$ cat config.mk
export PLATFORM = sky130hd
export DESIGN_NAME = ysyx_25020037_axi_arbiter
export DESIGN_NICKNAME = d
export VERILOG_FILES = /design/src/rtl/ysyx_25020037_axi_arbiter_pkg.sv /design/src/rtl/ysyx_25020037_axi_arbiter_arb_pick.sv /design/src/rtl/ysyx_25020037_axi_arbiter.sv
export SDC_FILE = /design/constraint.sdc
export NUM_CORES = 1
export LEC_CHECK = 0
export ABC_AREA = 0
export BUFFER_PORTS_ARGS = -buffer_cell sky130_fd_sc_hd__buf_4
export CORE_AREA = 5 5 173 175
export CTS_CLUSTER_SIZE = 16
export DETAILED_ROUTE_END_ITERATION = 7
export DIE_AREA = 0 0 178 180
export SYNTH_ARGS = -nofsm -noshare
export SYNTH_HDL_FRONTEND = slang
export SYNTH_SLANG_ARGS = --single-unit
$ cat constraint.sdc
create_clock -name clk -period 1.7 [get_ports clk]
set_input_delay 0.255 -clock clk [delete_from_list [all_inputs] [get_ports clk]]
set_output_delay 0.255 -clock clk [all_outputs]
set_load 0.005 [all_outputs]
$ cat src/rtl/ysyx_25020037_axi_arbiter_pkg.sv
// Shared constants for the IFU/LSU AXI arbiter: FSM state encodings, AXI burst/resp codes,
// and the round-robin history encoding.
package ysyx_25020037_axi_arbiter_pkg;

  localparam logic [1:0] ARB_IDLE   = 2'd0;
  localparam logic [1:0] ARB_IFU_RD = 2'd1;
  localparam logic [1:0] ARB_LSU_RD = 2'd2;
  localparam logic [1:0] ARB_LSU_WR = 2'd3;

  localparam logic [1:0] BURST_FIXED = 2'b00;
  localparam logic [1:0] BURST_INCR  = 2'b01;
  localparam logic [1:0] RESP_OKAY   = 2'b00;

  // rr_last value naming the most recent read winner
  localparam logic RR_IFU = 1'b0;
  localparam logic RR_LSU = 1'b1;

endpackage

$ cat src/rtl/ysyx_25020037_axi_arbiter_arb_pick.sv
// Two-requester picker: req[0]=IFU, req[1]=LSU. Fixed LSU priority, or round-robin
// against rr_last when en_rr is set.
module ysyx_25020037_arb_pick
  import ysyx_25020037_axi_arbiter_pkg::*;
(
  input  logic [1:0] req,
  input  logic       rr_last,
  input  logic       en_rr,
  output logic [1:0] gnt
);

  always_comb begin
    gnt = '0;
    case (req)
      2'b01:   gnt = 2'b01;
      2'b10:   gnt = 2'b10;
      2'b11:   gnt = (en_rr && rr_last == RR_LSU) ? 2'b01 : 2'b10;
      default: gnt = '0;
    endcase
  end

endmodule

$ cat src/rtl/ysyx_25020037_axi_arbiter.sv
// Shares one AXI4 master port between IFU (reads) and LSU (reads/writes), one whole
// transaction at a time. Define YSYX_25020037_ARB_RR_EN for round-robin read arbitration.
module ysyx_25020037_axi_arbiter
  import ysyx_25020037_axi_arbiter_pkg::*;
#(
  parameter int ADDR_W = 32,
  parameter int DATA_W = 32,
  parameter int ID_W   = 4
) (
  input  logic                clk,
  input  logic                rst,
  // IFU
  input  logic                ifu_arvalid,
  output logic                ifu_arready,
  input  logic [ADDR_W-1:0]   ifu_araddr,
  input  logic [ID_W-1:0]     ifu_arid,
  input  logic [7:0]          ifu_arlen,
  input  logic [2:0]          ifu_arsize,
  input  logic [1:0]          ifu_arburst,
  output logic                ifu_rvalid,
  input  logic                ifu_rready,
  output logic [DATA_W-1:0]   ifu_rdata,
  output logic [1:0]          ifu_rresp,
  output logic                ifu_rlast,
  output logic [ID_W-1:0]     ifu_rid,
  // LSU
  input  logic                lsu_arvalid,
  output logic                lsu_arready,
  input  logic [ADDR_W-1:0]   lsu_araddr,
  input  logic [ID_W-1:0]     lsu_arid,
  input  logic [2:0]          lsu_arsize,
  output logic                lsu_rvalid,
  input  logic                lsu_rready,
  output logic [DATA_W-1:0]   lsu_rdata,
  output logic [1:0]          lsu_rresp,
  output logic                lsu_rlast,
  output logic [ID_W-1:0]     lsu_rid,
  input  logic                lsu_awvalid,
  output logic                lsu_awready,
  input  logic [ADDR_W-1:0]   lsu_awaddr,
  input  logic [ID_W-1:0]     lsu_awid,
  input  logic [2:0]          lsu_awsize,
  input  logic                lsu_wvalid,
  output logic                lsu_wready,
  input  logic [DATA_W-1:0]   lsu_wdata,
  input  logic [DATA_W/8-1:0] lsu_wstrb,
  output logic                lsu_bvalid,
  input  logic                lsu_bready,
  output logic [1:0]          lsu_bresp,
  output logic [ID_W-1:0]     lsu_bid,
  // bus
  output logic                m_arvalid,
  input  logic                m_arready,
  output logic [ADDR_W-1:0]   m_araddr,
  output logic [ID_W-1:0]     m_arid,
  output logic [7:0]          m_arlen,
  output logic [2:0]          m_arsize,
  output logic [1:0]          m_arburst,
  input  logic                m_rvalid,
  output logic                m_rready,
  input  logic [DATA_W-1:0]   m_rdata,
  input  logic [1:0]          m_rresp,
  input  logic                m_rlast,
  input  logic [ID_W-1:0]     m_rid,
  output logic                m_awvalid,
  input  logic                m_awready,
  output logic [ADDR_W-1:0]   m_awaddr,
  output logic [ID_W-1:0]     m_awid,
  output logic [7:0]          m_awlen,
  output logic [2:0]          m_awsize,
  output logic [1:0]          m_awburst,
  output logic                m_wvalid,
  input  logic                m_wready,
  output logic [DATA_W-1:0]   m_wdata,
  output logic [DATA_W/8-1:0] m_wstrb,
  output logic                m_wlast,
  input  logic                m_bvalid,
  output logic                m_bready,
  input  logic [1:0]          m_bresp,
  input  logic [ID_W-1:0]     m_bid
);

`ifdef YSYX_25020037_ARB_RR_EN
  localparam logic EN_RR = 1'b1;
`else
  localparam logic EN_RR = 1'b0;
`endif

  logic [1:0] state, state_nxt;
  logic       rr_last;
  logic [1:0] gnt;

  ysyx_25020037_arb_pick u_pick (
    .req     ({lsu_arvalid, ifu_arvalid}),
    .rr_last (rr_last),
    .en_rr   (EN_RR),
    .gnt     (gnt)
  );

  always_comb begin
    state_nxt = state;
    case (state)
      ARB_IDLE: begin
        if (lsu_awvalid)  state_nxt = ARB_LSU_WR;
        else if (gnt[1])  state_nxt = ARB_LSU_RD;
        else if (gnt[0])  state_nxt = ARB_IFU_RD;
      end
      ARB_IFU_RD, ARB_LSU_RD:
        if (m_rvalid && m_rready && m_rlast) state_nxt = ARB_IDLE;
      ARB_LSU_WR:
        if (m_bvalid && m_bready) state_nxt = ARB_IDLE;
      default: state_nxt = ARB_IDLE;
    endcase
  end

  always_ff @(posedge clk or posedge rst) begin
    if (rst) begin
      state   <= ARB_IDLE;
      rr_last <= RR_IFU;
    end else begin
      state <= state_nxt;
      if (state == ARB_IDLE && !lsu_awvalid && gnt != 2'b00)
        rr_last <= gnt[1] ? RR_LSU : RR_IFU;
    end
  end

  // Every output defaults to 0 so IDLE and the losing master see a quiet interface.
  always_comb begin
    ifu_arready = 1'b0; ifu_rvalid = 1'b0; ifu_rdata = '0; ifu_rresp = '0;
    ifu_rlast   = 1'b0; ifu_rid    = '0;
    lsu_arready = 1'b0; lsu_rvalid = 1'b0; lsu_rdata = '0; lsu_rresp = '0;
    lsu_rlast   = 1'b0; lsu_rid    = '0;
    lsu_awready = 1'b0; lsu_wready = 1'b0; lsu_bvalid = 1'b0; lsu_bresp = '0; lsu_bid = '0;
    m_arvalid = 1'b0; m_araddr = '0; m_arid = '0; m_arlen = '0; m_arsize = '0; m_arburst = '0;
    m_rready  = 1'b0;
    m_awvalid = 1'b0; m_awaddr = '0; m_awid = '0; m_awlen = '0; m_awsize = '0; m_awburst = '0;
    m_wvalid  = 1'b0; m_wdata  = '0; m_wstrb = '0; m_wlast = 1'b0;
    m_bready  = 1'b0;
    case (state)
      ARB_IFU_RD: begin
        m_arvalid = ifu_arvalid; m_araddr = ifu_araddr; m_arid = ifu_arid;
        m_arlen = ifu_arlen; m_arsize = ifu_arsize; m_arburst = ifu_arburst;
        ifu_arready = m_arready;
        ifu_rvalid = m_rvalid; ifu_rdata = m_rdata; ifu_rresp = m_rresp;
        ifu_rlast = m_rlast; ifu_rid = m_rid;
        m_rready = ifu_rready;
      end
      ARB_LSU_RD: begin
        m_arvalid = lsu_arvalid; m_araddr = lsu_araddr; m_arid = lsu_arid;
        m_arlen = 8'd0; m_arsize = lsu_arsize; m_arburst = BURST_FIXED;
        lsu_arready = m_arready;
        lsu_rvalid = m_rvalid; lsu_rdata = m_rdata; lsu_rresp = m_rresp;
        lsu_rlast = m_rlast; lsu_rid = m_rid;
        m_rready = lsu_rready;
      end
      ARB_LSU_WR: begin
        m_awvalid = lsu_awvalid; m_awaddr = lsu_awaddr; m_awid = lsu_awid;
        m_awlen = 8'd0; m_awsize = lsu_awsize; m_awburst = BURST_FIXED;
        lsu_awready = m_awready;
        m_wvalid = lsu_wvalid; m_wdata = lsu_wdata; m_wstrb = lsu_wstrb; m_wlast = 1'b1;
        lsu_wready = m_wready;
        lsu_bvalid = m_bvalid; lsu_bresp = m_bresp; lsu_bid = m_bid;
        m_bready = lsu_bready;
      end
      default: ;
    endcase
  end

endmodule

==> results.json <==
{
  "cts_inserted_buffers": 3,
  "timing.final.hold_violations": 0,
  "h-tree-depth": 1,
  "cts-root-to-sink-buffers": 2,
  "max_fanout_on_critical_path": 13,
  "timing.setup.critical_path_class": "reg2out",
  "placed_cells_incl_taps": 1133,
  "coreArea_um2": 28300,
  "run_status": "complete, but fails checks",
  "synth-warning-count": 0,
  "area.growth.synth_to_final_pct": 210,
  "crit_required_ns": 1.44,
  "final.setup_skew_ns": 0.000499,
  "p_leak_nw": 3.39,
  "most-common-layout-cells": "429 x sky130_fd_sc_hd__buf_4, 157 x sky130_fd_sc_hd__and2_1, 35 x sky130_fd_sc_hd__a22oi_1",
  "number_of_design_rule_violations_left_by_the_first_detailed_router_iteration": 74,
  "ys_seq_area_share_pct": 2.37,
  "synth.mux.area_fraction_pct": 0.947,
  "period_share_pct": 107,
  "hold_class": "in2reg",
  "vias": 4017,
  "worstHoldStart": "lsu_awvalid",
  "first_global_vias": 4289,
  "violated_checks": "setup timing",
  "final_critical_path_setup_slack_ns": -0.117,
  "cellPowerDensity_nw_per_um2": 1120,
  "synthesis.area_um2": 2110,
  "start_util_pct": 7.47,
  "largest-register": "state",
  "worstReg2RegStart": "state[1]",
  "grt_start_max_net_pins": 61,
  "tritoncts": "done",
  "num_io_pins": 453,
  "fp.dieW_um": 178,
  "async_flop_share_pct": 100,
  "largest_family_of_logic_cells_by_synthesized_area": "simple AND/OR/NAND/NOR gates",
  "fp-row-count": 62,
  "multi_input_area_um2": 2020,
  "number_of_antenna_violating_nets_in_the_routed_design": 0,
  "clk_transition_reported_paths_ns": 0.03,
  "final_layout_size_suffix_gt1_share_pct": 68.4,
  "synth_fa_ha_area_share_pct": 2.96,
  "layout_top_registers": "state (2)",
  "ys_ff_latch": 2,
  "finalWeightedCongestion": 0.851,
  "cells_after_synthesis": 325,
  "synth_top_area_cell": "sky130_fd_sc_hd__and2_1",
  "drc": 0,
  "setup-violations-final": 172,
  "clk_latency_ns": 0.22,
  "max_frequency_mhz": 550,
  "final_max_slew_violation_count": 0,
  "synth_compound_gate_area_share_pct": 15.9,
  "final_net_count": 996,
  "n_antenna_cell": 0,
  "synth_xor_area_share_pct": 0,
  "critPathLaunchType": "flip-flop",
  "post_synth_edffs": 0,
  "worst_vdd_drop_uv": 716,
  "io_buf_count": 442,
  "final-seq-area_um2": 51.3,
  "postLayoutCoreUtil_pct": 23.1,
  "routed_wl_mm": 19.3,
  "r2r-end": "state[1]",
  "number_of_inserted_filler_cells_in_the_final_layout": 3086,
  "final.min_clock_period_ns": 1.82,
  "routed_wirelength_normalized_by_instance_count_um": 16.8,
  "worstPathArrival_ns": 1.56,
  "synth.area.top_cells": "sky130_fd_sc_hd__and2_1 53%, sky130_fd_sc_hd__a22oi_1 14%, sky130_fd_sc_hd__nor2b_1 12%",
  "mostFrequentLayoutCell": "sky130_fd_sc_hd__buf_4",
  "timing.hold.worst_path_depth": 3,
  "hold_end": "state[0]",
  "antenna_violations_before_repair": 0,
  "kind_of_capture_point_of_the_worst_setup_path": "primary output",
  "aggregate_global_routing_overflow": 0,
  "vias_per_cell": 3.49,
  "grt_use_total_pct": 10.4,
  "finalHoldWorstSlack_ns": 0.432,
  "synthDistinctLibCells": 19,
  "floorplan.die_area_um2": 32000,
  "place.detailed.hpwl_mm": 15.9,
  "ff2ff_setup_slack_ns": 0.07,
  "yosys.area.top_type_share_pct": 53.0,
  "clock-root-buffer": "sky130_fd_sc_hd__clkbuf_16",
  "maxCapViolCount": 0,
  "grt_setup_unrepaired": "true",
  "largest_reg_flops": 2,
  "grt_first_pass_wirelength_mm": 25.8,
  "cts_num_sinks": 2,
  "postSynthAreaPerCell_um2": 6.51,
  "detailedRoute.firstPassIterationCount": 4,
  "most_used_flip_flop_cell_after_synthesis": "sky130_fd_sc_hd__dfrtp_1",
  "crit_start": "state[1]",
  "finalNonFillerCells": 1151,
  "post_synth_and_or_nand_nor_area_fraction_pct": 66.2,
  "dieHeight_um": 180,
  "reg2reg_depth": 8
}
-- synth_stat cells (2+ instances only) --
master                       n
sky130_fd_sc_hd__ha_1        5
sky130_fd_sc_hd__nand2_1     2
sky130_fd_sc_hd__buf_4      16
sky130_fd_sc_hd__mux2i_1     2
sky130_fd_sc_hd__inv_1       4
sky130_fd_sc_hd__dfrtp_1     2
sky130_fd_sc_hd__and2_1    179
sky130_fd_sc_hd__a22oi_1    40
sky130_fd_sc_hd__buf_2       4
sky130_fd_sc_hd__clkbuf_1   18
sky130_fd_sc_hd__nor2b_1    41
sky130_fd_sc_hd__clkbuf_2    4
sky130_fd_sc_hd__o21ai_0     2
-- worst max-delay path by stage --
stage          cells after the start  slack, ns             to
3_5_place_dp                       6       0.04   lsu_rdata[5]
6_report                           6      -0.12  lsu_rdata[24]
2_1_floorplan                      6       0.28   m_araddr[10]
4_1_cts                            6      -0.12      m_arid[3]
3_3_place_gp                       6       0.07     m_arlen[1]
5_1_grt                            5      -0.18     m_wstrb[2]
-- through the flow --
stage                     setup TNS, ns  area (um^2)  power, mW  setup WS [ns]
after floorplan                       0         2150       2.50          0.277
after global placement                0         5930       5.79         0.0697
after detailed placement              0         5930       5.77         0.0401
after CTS                         -9.87         6360       7.01         -0.116
after global routing             -23.36         6550       7.88         -0.177
final                            -11.00         6550       7.33         -0.117
-- per-layer routing --
layer  wire, um  part of all wire [%]  track usage, %  vias to the layer above
li1           -                     -               -                     1895
met5          0                     0               0                        -
met2      10400                    54            20.7                      270
met4        189                  0.98            1.92                        0
met1       6700                    35            10.9                     1844
met3       2070                    11            2.82                        8
-- kinds of logic (layout without fill, tap and decap cells) --
logic type / Yosys count / after routing
buffers and inverters: 46 / 479
flip-flops: 2 / 2
adder cells (fa/ha/maj): 5 / 5
other: 1 / 10
AO/OA/AOI/OAI: 45 / 45
AND/OR/NAND/NOR: 224 / 224
multiplexers: 2 / 2
-- worst max-delay path, cell delays in order, from the launching register on --
cell	delay (ns)
sky130_fd_sc_hd__dfrtp_1	0.38
sky130_fd_sc_hd__buf_4	0.16
sky130_fd_sc_hd__ha_4	0.20
sky130_fd_sc_hd__buf_12	0.16
sky130_fd_sc_hd__buf_8	0.14
sky130_fd_sc_hd__and2_1	0.16
sky130_fd_sc_hd__buf_4	0.13
-- power by group --
group	switching, mW	total, mW	internal (mW)	leakage [nW]
Clock	0.0556	0.355	0.299	0.0370
Combinational	2.74	6.87	4.13	3.32
Sequential	0.0301	0.105	0.0746	0.0238
Total	2.82	7.33	4.51	3.39
-- repair_timing --
action / 4_1_cts / 5_1_grt
pin swaps: 7 / 3
hold endpoints to repair: 2 / 0
setup endpoints to repair: 175 / 222
buffers inserted: 5 / 3
hold buffers: 1 / 0
resized for setup: 55 / 31
gates cloned: 4 / 3
-- area by class of cell --
class,count,area share [%]
Tap cell,384,7.33
Sequential cell,2,0.783
Timing Repair Buffer,472,59.7
Clock buffer,3,1.15
Multi-Input combinational cell,286,30.8
Inverter,4,0.267
Note: power is estimated with default switching activity, not from simulation.
